**config.mk**
```make
export PLATFORM = sky130hd
export DESIGN_NAME = wrr4_sched_flat
export DESIGN_NICKNAME = d
export VERILOG_FILES = /design/src/rtl/wrr4_sched_pkg.sv /design/src/rtl/wrr4_sched_if.sv /design/src/rtl/wrr4_sched_rr_pick4.sv /design/src/rtl/wrr4_sched.sv /design/src/flat_wrapper.sv
export SDC_FILE = /design/constraint.sdc
export NUM_CORES = 1
export LEC_CHECK = 0
export BUFFER_PORTS_ARGS = -buffer_cell sky130_fd_sc_hd__buf_2
export CAP_MARGIN = 20
export CORE_MARGIN = 3
export CORE_UTILIZATION = 40
export DETAILED_ROUTE_END_ITERATION = 10
export GPL_TIMING_DRIVEN = 0
export SLEW_MARGIN = 20
export SYNTH_ARGS = -nofsm -noshare
export SYNTH_HDL_FRONTEND = slang
export SYNTH_HIERARCHICAL = 1
export SYNTH_SLANG_ARGS = --single-unit
```
**constraint.sdc**
```tcl
create_clock -name clk -period 3.7 [get_ports clk]
set_input_delay 0.74 -clock clk [delete_from_list [all_inputs] [get_ports clk]]
set_output_delay 0.74 -clock clk [all_outputs]
set_load 0.01 [all_outputs]
```
**src/rtl/wrr4_sched_pkg.sv**
```systemverilog
// Shared types and constants for the wrr4_sched weighted round-robin scheduler.
// Holds the FSM encoding, reset weight, empty select value and one-hot helpers.
package wrr4_pkg;

  typedef enum logic {
    IDLE  = 1'b0,
    GRANT = 1'b1
  } state_t;

  localparam int         WEIGHT_RST = 1;
  localparam logic [3:0] SEL_NONE   = 4'b0000;
  localparam logic [3:0] PTR_RST    = 4'b0001;

  // Index of the set bit of a one-hot vector; 0 when the vector is empty.
  function automatic logic [1:0] oh_idx(input logic [3:0] oh);
    logic [1:0] idx;
    idx = 2'd0;
    for (int i = 0; i < 4; i++) begin
      if (oh[i]) idx = 2'(i);
    end
    return idx;
  endfunction

  function automatic logic [3:0] rotl1(input logic [3:0] v);
    return {v[2:0], v[3]};
  endfunction

endpackage

```
**src/rtl/wrr4_sched_if.sv**
```systemverilog
// Handshake bundle between wrr4_sched and the 4:1 AXI Stream mux it steers.
// The slave modport is the scheduler's view; master is the mux/environment view.
interface wrr4_sched_if;
  logic [3:0] req;
  logic       mon_TVALID;
  logic       mon_TREADY;
  logic       mon_TLAST;
  logic [3:0] sel;
  logic       busy;

  modport slave (
    input  req,
    input  mon_TVALID,
    input  mon_TREADY,
    input  mon_TLAST,
    output sel,
    output busy
  );

  modport master (
    output req,
    output mon_TVALID,
    output mon_TREADY,
    output mon_TLAST,
    input  sel,
    input  busy
  );
endinterface

```
**src/rtl/wrr4_sched_rr_pick4.sv**
```systemverilog
// Combinational round-robin picker: first eligible bit at or after one-hot ptr, wrapping 3->0.
// Uses the doubled-vector subtract trick so no priority chain is needed.
module rr_pick4 (
  input  logic [3:0] eligible,
  input  logic [3:0] ptr,
  output logic [3:0] pick
);

  logic [7:0] dbl;
  logic [7:0] dbl_pick;

  always_comb begin
    dbl      = {eligible, eligible};
    dbl_pick = dbl & ~(dbl - {4'b0000, ptr});
    pick     = dbl_pick[7:4] | dbl_pick[3:0];
  end

endmodule

```
**src/rtl/wrr4_sched.sv**
```systemverilog
// Weighted round-robin grant scheduler for a 4-input AXI Stream mux (whole packets per turn).
// Optional per-input packet counters are built when WRR4_SCHED_STATS_EN is defined.
module wrr4_sched
  import wrr4_pkg::*;
#(
  parameter int CNT_WIDTH  = 4
`ifdef WRR4_SCHED_STATS_EN
  ,
  parameter int STAT_WIDTH = 16
`endif
) (
  input  logic                  clk,
  input  logic                  rst,
  input  logic                  cfg_wr,
  input  logic [1:0]            cfg_idx,
  input  logic [CNT_WIDTH-1:0]  cfg_weight,
`ifdef WRR4_SCHED_STATS_EN
  input  logic [1:0]            stat_idx,
  output logic [STAT_WIDTH-1:0] stat_cnt,
`endif
  wrr4_sched_if.slave           bus
);

  state_t               state, state_nxt;
  logic [3:0]           sel_q, sel_nxt;
  logic [3:0]           ptr, ptr_nxt;
  logic [CNT_WIDTH-1:0] budget, budget_nxt;
  logic                 in_pkt, in_pkt_nxt;
  logic [CNT_WIDTH-1:0] weight [4];

  logic [3:0]           eligible;
  logic [3:0]           pick;
  logic                 flit;
  logic                 tlast_flit;
  logic                 req_g;
  logic                 weight_g_zero;
  logic                 release_now;

  assign flit          = bus.mon_TVALID & bus.mon_TREADY;
  assign tlast_flit    = flit & bus.mon_TLAST;
  assign req_g         = |(bus.req & sel_q);
  assign weight_g_zero = (weight[oh_idx(sel_q)] == '0);

  always_comb begin
    eligible = 4'b0000;
    for (int i = 0; i < 4; i++) begin
      eligible[i] = bus.req[i] & (weight[i] != '0);
    end
  end

  rr_pick4 u_pick (
    .eligible (eligible),
    .ptr      (ptr),
    .pick     (pick)
  );

  // Weights: a write lands at the edge, so a same-cycle grant load still sees the old value.
  always_ff @(posedge clk) begin
    if (rst) begin
      for (int i = 0; i < 4; i++) weight[i] <= CNT_WIDTH'(WEIGHT_RST);
    end else if (cfg_wr) begin
      weight[cfg_idx] <= cfg_weight;
    end
  end

  always_comb begin
    state_nxt   = state;
    sel_nxt     = sel_q;
    ptr_nxt     = ptr;
    budget_nxt  = budget;
    in_pkt_nxt  = in_pkt;
    release_now = 1'b0;
    case (state)
      IDLE: begin
        sel_nxt = SEL_NONE;
        if (pick != SEL_NONE) begin
          sel_nxt    = pick;
          budget_nxt = weight[oh_idx(pick)];
          in_pkt_nxt = 1'b0;
          state_nxt  = GRANT;
        end
      end
      GRANT: begin
        if (flit && !bus.mon_TLAST) in_pkt_nxt = 1'b1;
        if (tlast_flit) begin
          in_pkt_nxt = 1'b0;
          budget_nxt = budget - CNT_WIDTH'(1);
          if (budget == CNT_WIDTH'(1)) release_now = 1'b1;
        end
        // Only release early at a packet boundary; a stalled packet keeps its grant.
        if (!in_pkt && !flit && (!req_g || weight_g_zero)) release_now = 1'b1;
        if (release_now) begin
          state_nxt = IDLE;
          sel_nxt   = SEL_NONE;
          ptr_nxt   = rotl1(sel_q);
        end
      end
      default: begin
        state_nxt = IDLE;
        sel_nxt   = SEL_NONE;
      end
    endcase
  end

  always_ff @(posedge clk) begin
    if (rst) begin
      state  <= IDLE;
      sel_q  <= SEL_NONE;
      ptr    <= PTR_RST;
      budget <= '0;
      in_pkt <= 1'b0;
    end else begin
      state  <= state_nxt;
      sel_q  <= sel_nxt;
      ptr    <= ptr_nxt;
      budget <= budget_nxt;
      in_pkt <= in_pkt_nxt;
    end
  end

  assign bus.sel  = sel_q;
  assign bus.busy = (state == GRANT);

`ifdef WRR4_SCHED_STATS_EN
  logic [STAT_WIDTH-1:0] stat_q [4];

  always_ff @(posedge clk) begin
    if (rst) begin
      for (int i = 0; i < 4; i++) stat_q[i] <= '0;
    end else if (state == GRANT && tlast_flit) begin
      for (int i = 0; i < 4; i++) begin
        if (sel_q[i]) stat_q[i] <= stat_q[i] + STAT_WIDTH'(1);
      end
    end
  end

  assign stat_cnt = stat_q[stat_idx];
`endif

endmodule

```
**src/flat_wrapper.sv**
```systemverilog
// flat-port wrapper written by rule: the top's interface ports become plain ports
module wrr4_sched_flat import wrr4_pkg::*;
#(
  parameter int CNT_WIDTH  = 4

)
  (clk, rst, cfg_wr, cfg_idx, cfg_weight, bus_req, bus_mon_TVALID, bus_mon_TREADY, bus_mon_TLAST, bus_sel, bus_busy);
  wrr4_sched_if bus_i ();
  input  logic clk;
  input  logic rst;
  input  logic cfg_wr;
  input  logic [1:0] cfg_idx;
  input  logic [CNT_WIDTH-1:0] cfg_weight;
  input wire logic [$bits(bus_i.req)-1:0] bus_req;
  input wire logic [$bits(bus_i.mon_TVALID)-1:0] bus_mon_TVALID;
  input wire logic [$bits(bus_i.mon_TREADY)-1:0] bus_mon_TREADY;
  input wire logic [$bits(bus_i.mon_TLAST)-1:0] bus_mon_TLAST;
  output wire logic [$bits(bus_i.sel)-1:0] bus_sel;
  output wire logic [$bits(bus_i.busy)-1:0] bus_busy;
  assign bus_i.req = bus_req;
  assign bus_i.mon_TVALID = bus_mon_TVALID;
  assign bus_i.mon_TREADY = bus_mon_TREADY;
  assign bus_i.mon_TLAST = bus_mon_TLAST;
  assign bus_sel = bus_i.sel;
  assign bus_busy = bus_i.busy;
  wrr4_sched #(.CNT_WIDTH(CNT_WIDTH)) u_core (.clk(clk), .rst(rst), .cfg_wr(cfg_wr), .cfg_idx(cfg_idx), .cfg_weight(cfg_weight), .bus(bus_i));
endmodule
```
==> After elaboration in Yosys (flattened, before gate mapping) <==
Memories as Yosys holds them, arrays and structs flattened.
Cells that the tools add are included.
{ "classes": {"n_addsub": 2, "eq_ne": 5, "n_mux": 33, "bitwise": 11, "n_reduce_logical": 19} }
{ "ops": {"columns": ["operator", "count"], "rows": [
  ["2-to-1 mux 4 bit", 5],
  ["nonzero test 4 bit", 5],
  ["2-to-1 mux 1 bit", 17],
  ["case mux 4 bit (2 select lines)", 2],
  ["2-to-1 mux 2 bit", 7],
  ["AND 8 bit", 1],
  ["NOT 8 bit", 1],
  ["OR reduction 4 bit", 2],
  ["subtractor 8 x 4 -> 8 bit", 1],
  ["AND 1 bit", 6],
  ["AND reduction 2 bit", 3],
  ["AND 4 bit", 1],
  ["== test 4 x 1 -> 1 bit, second input constant", 1],
  ["logical NOT 1 bit", 4],
  ["logical NOT 4 bit", 1],
  ["!= test 2 bit, second input constant", 2],
  ["bitwise OR 4 bit", 1],
  ["case mux 1 bit (2 select lines)", 2],
  ["subtractor 4 x 1 -> 4 bit, second input constant", 1],
  ["logical AND 1 bit", 3],
  ["!= test 3 bit, second input constant", 1],
  ["!= test 2 x 1 -> 1 bit, second input constant", 1],
  ["logical OR 1 bit", 1],
  ["NOT 1 bit", 1]
]} }
{ "word_totals": {"reg_bits": 14, "ramBits": 16, "in_bits": 16, "output_inout_bits": 5, "elab_cells": 76, "n_memories": 1} }
{ "mem_list": {"columns": ["memory", "words", "word_bits", "rd", "rd_clocked_by_memory_dff", "write_ports", "line", "rtl"], "rows": [
  ["u_core.weight", 4, 4, 6, 0, 4, "wrr4_sched.sv:29", "logic [CNT_WIDTH-1:0] weight [4];"]
]} }

==> Depth between registers and ports, before layout <==
An unclocked memory read counts as a cell.
{ "depth": {"depth_word": 15, "depth_mapped": 14, "ltp_nobuf": 13} }

==> Cells and area by module <==
Netlist, hierarchy kept.
{ "by_module_without_submodules": {"columns": ["module", "n_inst", "cells_per_inst", "area_each_um2", "seq_area_each_um2"], "rows": [
  ["wrr4_sched", 1, 150, 1577.8, 760.7],
  ["rr_pick4", 1, 23, 181.4, 0.0]
]} }

==> Worst setup path after synthesis <==
No wires, ideal clock.
{ "synth_path": {"kind": "input -> register", "startpoint": "input port bus_req[0]", "endpoint": "register u_core.budget[0]", "setup_time_ps": 74, "t_arrival_ps": 2939, "t_required_ps": 3626, "setup_slack_ps": 687, "stages": 13, "path_buffers": 1, "cell_sequence": "nor2b_1 nand2b_4 fa_1 a21oi_1 nor2b_1 nor4_1 o21a_1 buf_2 or4_1 nor2_2 a21o_2 or3_1 a31oi_1"} }
{ "synth_between": {"elab_cells_between_ends": 16, "classes_between": "1 x add/sub; 1 x eq/ne; 7 x mux; 4 x bitwise; 2 x reduce/logical; 1 x memory"} }
{ "synth_lines": {"columns": ["item", "line", "rtl"], "rows": [
  ["from (decl)", "flat_wrapper.sv:14", "input wire logic [$bits(bus_i.req)-1:0] bus_req;"],
  ["AND 1 bit *", "wrr4_sched.sv:47", "eligible[i] = bus.req[i] & (weight[i] != '0);"],
  ["subtractor 8 x 4 -> 8 bit *", "wrr4_sched_rr_pick4.sv:14", "dbl_pick = dbl & ~(dbl - {4'b0000, ptr});"],
  ["NOT 8 bit *", "wrr4_sched_rr_pick4.sv:14", null],
  ["AND 8 bit *", "wrr4_sched_rr_pick4.sv:14", null],
  ["bitwise OR 4 bit *", "wrr4_sched_rr_pick4.sv:15", "pick = dbl_pick[7:4] | dbl_pick[3:0];"],
  ["named net u_core.pick[2]", "wrr4_sched.sv:32", "logic [3:0] pick;"],
  ["2-to-1 mux 2 bit (2 in series)", "wrr4_sched_pkg.sv:19", "if (oh[i]) idx = 2'(i);"],
  ["2-to-1 mux 2 bit", "wrr4_sched.sv:76", "if (pick != SEL_NONE) begin"],
  ["2-to-1 mux 2 bit", "wrr4_sched.sv:73", "case (state)"],
  ["memory read (4 x 4 bit)", null, null],
  ["2-to-1 mux 4 bit", "wrr4_sched.sv:76", null],
  ["case mux 4 bit (2 select lines)", "wrr4_sched.sv:73", null],
  ["to (signal assigned)", "wrr4_sched.sv:116", "budget <= budget_nxt;"],
  ["to (decl)", "wrr4_sched.sv:27", "logic [CNT_WIDTH-1:0] budget, budget_nxt;"]
]} }
The timed path passes the listed nets; every way through them passes the cells marked *. The select of a mux whose other input is x is not followed.
A chain may end at the register's enable or synchronous reset.

==> flow_summary.yaml <==
logic_synthesis:
  synth_flop_cell: "edfxtp_1"
  synth_top_area_share_pct: 27.3
  synth_commonest_cells: "edfxtp_1 (16), dfxtp_1 (14), and2_1 (13)"
  ys_warn_count: 6
  syn_area_um2: 1760
  synth_seq_area_share_pct: 43.2
  synth.distinct_cells: 44
  syn_nets: 195
  async_flop_share_pct: 0
  synth_edf_count: 16
  synth.most_common_cell: "edfxtp_1"
  yosys-top-cells-area: "edfxtp_1 (27%), dfxtp_1 (16%), mux2i_1 (5.1%)"
  yosys.area.top_type: "edfxtp_1"
  synthCells: 173
  synth.avg_cell_area_um2: 10.2
  synth_seq_cells: 30
floorplan:
  dieArea_um2: 5230
  die_y_um: 72.3
  die_width_um: 72.3
  start_util_pct: 42.7
  io_pins: 21
  row_count: 23
  core_um2: 4120
timing:
  setup_ws_ns: 0.347
  hold_violations: 0
  period_minus_slack_ns: 3.35
  worstMarginPinSlew_ns: 0.608
  drv_slew: 0
  tns_ns: 0
  setup_violations: 0
  slew_headroom_pct: 58.9
  max_clock_freq_mhz: 298
  rsz0062_at_grt: "no"
  period_share_pct: 90.6
  clock_skew_ns: 0.00315
flow_run:
  cap_violations: 0
cells_and_area:
  drive_above_1_share_pct: 22.9
  diodes: 0
  n_fill_cell: 378
  final_cell_area_um2: 2010
  nets: 222
  synthToLayoutAreaGrowth_pct: 14.2
global_routing:
  grt_max_degree: 11
  antenna_found_initial: 0
  grt_overflow: 0
  track_usage_pct: 15.8
  grt_pass1_wl_um: 6370
  grt_pass1_vias: 1371
routing:
  viasPerCell: 5.55
  wire_per_inst_um: 15.0
  dr.first_iter.drc_count: 75
  antenna_left: 0
  num_vias: 1394
  postRouteWirelength_um: 3770
  drc: 0
  first_pass_iters: 4
placement:
  gp_congestion: 0.830
  io_buffers: 20
  dpl_cell_area_um2: 1920
  dpl_worst_slack_ns: 0.264
  hpwlAfterDp_um: 2960
critical_path:
  crit_path_end_kind: "flop"
  critPathRequiredTime_ns: 3.90
  arrival_ns: 3.56
  cp_max_fo: 7
  crit_type: "flop to flop"
  cp_slowest_stage_delay_ns: 0.47
  crit_chain: "nor4_1 > nor2b_1 > fa_1 > a21oi_1 > nor2b_1 > nor4_1 > o21a_1 > buf_2 > or4_1 > nor2_2 > a21o_2 > or3_1 > a31oi_1"
  cp-start-kind: "flop"
  cp_slowest_cell: "nor4_1"
clock_tree:
  cts_setup_buffers: 0
  clkTransAtPathRegs_ns: 0.06
  postCtsHoldBufs: 0
  cts_tree: "done"
  clock_path_buffers: 2
  cts.root.buffer_cell: "clkbuf_8"
  cts_resized: 0
  clock-sinks: 30
  cts_inserted_buffers: 5
  worstSkewPairLatency_ns: 0.27
  h-tree-depth: 2
power_and_ir_drop:
  leakagePower_nw: 0.755
  peakVddDrop_mv: 0.210
  power_density_nw_per_um2: 447
status:
  status: "completed"
min_path:
  worstHoldPathType: "flop to flop"
cells in the final DEF (no fill, tap or decap), drive strengths merged, types with 2 or more instances in the layout:
cell	count
dfxtp	14
nor4	5
a21o	2
o21ai	10
and2	13
o41ai	2
buf	22
o21a	3
mux2i	9
mux2	3
o211ai	2
nor2b	7
a21oi	10
nand3	5
edfxtp	16
clkbuf	11
a31o	2
clkinv	2
or2	4
a31oi	2
inv	6
nor3b	2
xnor2	2
a32o	4
a22oi	3
nand2	5
nor2	6
ha	5
nand2b	13
metrics by stage:
step                      util, %  hold WS, ns  std cells  power, mW
after floorplan                 -        0.449        173      0.592
after global placement       46.7        0.458        243      0.650
after detailed placement     46.7        0.466        243      0.658
after CTS                    48.7        0.476        251      0.904
after global routing         48.8        0.496        251      0.953
final                        48.8        0.473        251      0.898
layer usage:
metal	wire length, µm	up-vias	track usage, %
met5	0	-	0
met4	48	0	7.31
met3	161	4	3.05
met2	1840	29	26.3
met1	1720	669	19.7
li1	-	692	-
cells by family (layout without fill, tap and decap cells):
| family | count (synthesis) | after routing | synth area share [%] |
|---|---|---|---|
| AO/OA/AOI/OAI | 44 | 44 | 17.9 |
| XOR/XNOR | 2 | 2 | 0.996 |
| adder cells (fa/ha/maj) | 6 | 6 | 4.69 |
| buffers and inverters | 13 | 41 | 2.92 |
| flip-flops | 30 | 30 | 43.2 |
| multiplexers | 12 | 12 | 7.04 |
| AND/OR/NAND/NOR | 66 | 66 | 23.3 |
report_power, final:
group	leakage (nW)	internal [mW]	switching (mW)	total (mW)
clock network	0.0426	0.129	0.116	0.245
registers	0.271	0.387	0.0333	0.420
logic	0.441	0.107	0.127	0.233
total	0.755	0.622	0.276	0.898
worst paths after layout:
check / startpoint / endpoint / slack [ns] / cells past startpoint
min reg2reg: u_core/ptr[1]$_SDFFE_PP0P_ / u_core/ptr[1]$_SDFFE_PP0P_ / 0.47 / 2
max reg2reg: u_core/weight[1][2]$_SDFFCE_PN0P_ / u_core/budget[0]$_SDFFE_PP0P_ / 0.35 / 13
min: u_core/ptr[1]$_SDFFE_PP0P_ / u_core/ptr[1]$_SDFFE_PP0P_ / 0.47 / 2
max: u_core/weight[1][2]$_SDFFCE_PN0P_ / u_core/budget[0]$_SDFFE_PP0P_ / 0.35 / 13
layout make-up:
class                           count  area [µm²]  share of cell area, %
Multi-Input combinational cell    130         953                   47.4
Sequential cell                    30         761                   37.9
Timing Repair Buffer               20         100                   4.98
Clock buffer                        6        72.6                   3.61
Tap cell                           50        62.6                   3.11
Buffer                              7        28.8                   1.43
Inverter                            6        22.5                   1.12
Clock inverter                      2        8.76                  0.436
sequential cells by signal, indices dropped and copies added (netlist names):
register,count
u_core/budget,4
u_core/ptr,4
u_core/bus.sel,4
u_core/in_pkt,1
u_core/weight,16
u_core/bus.busy,1
worst max-delay path: cells and delay by family, from the launching register on:
kind | cells | cell delay (ns)
flip-flops | 1 | 0.40
AO/OA/AOI/OAI | 4 | 0.69
buffers and inverters | 1 | 0.19
AND/OR/NAND/NOR | 7 | 1.51
adder cells (fa/ha/maj) | 1 | 0.47
Power figures use the tool's default switching activity.
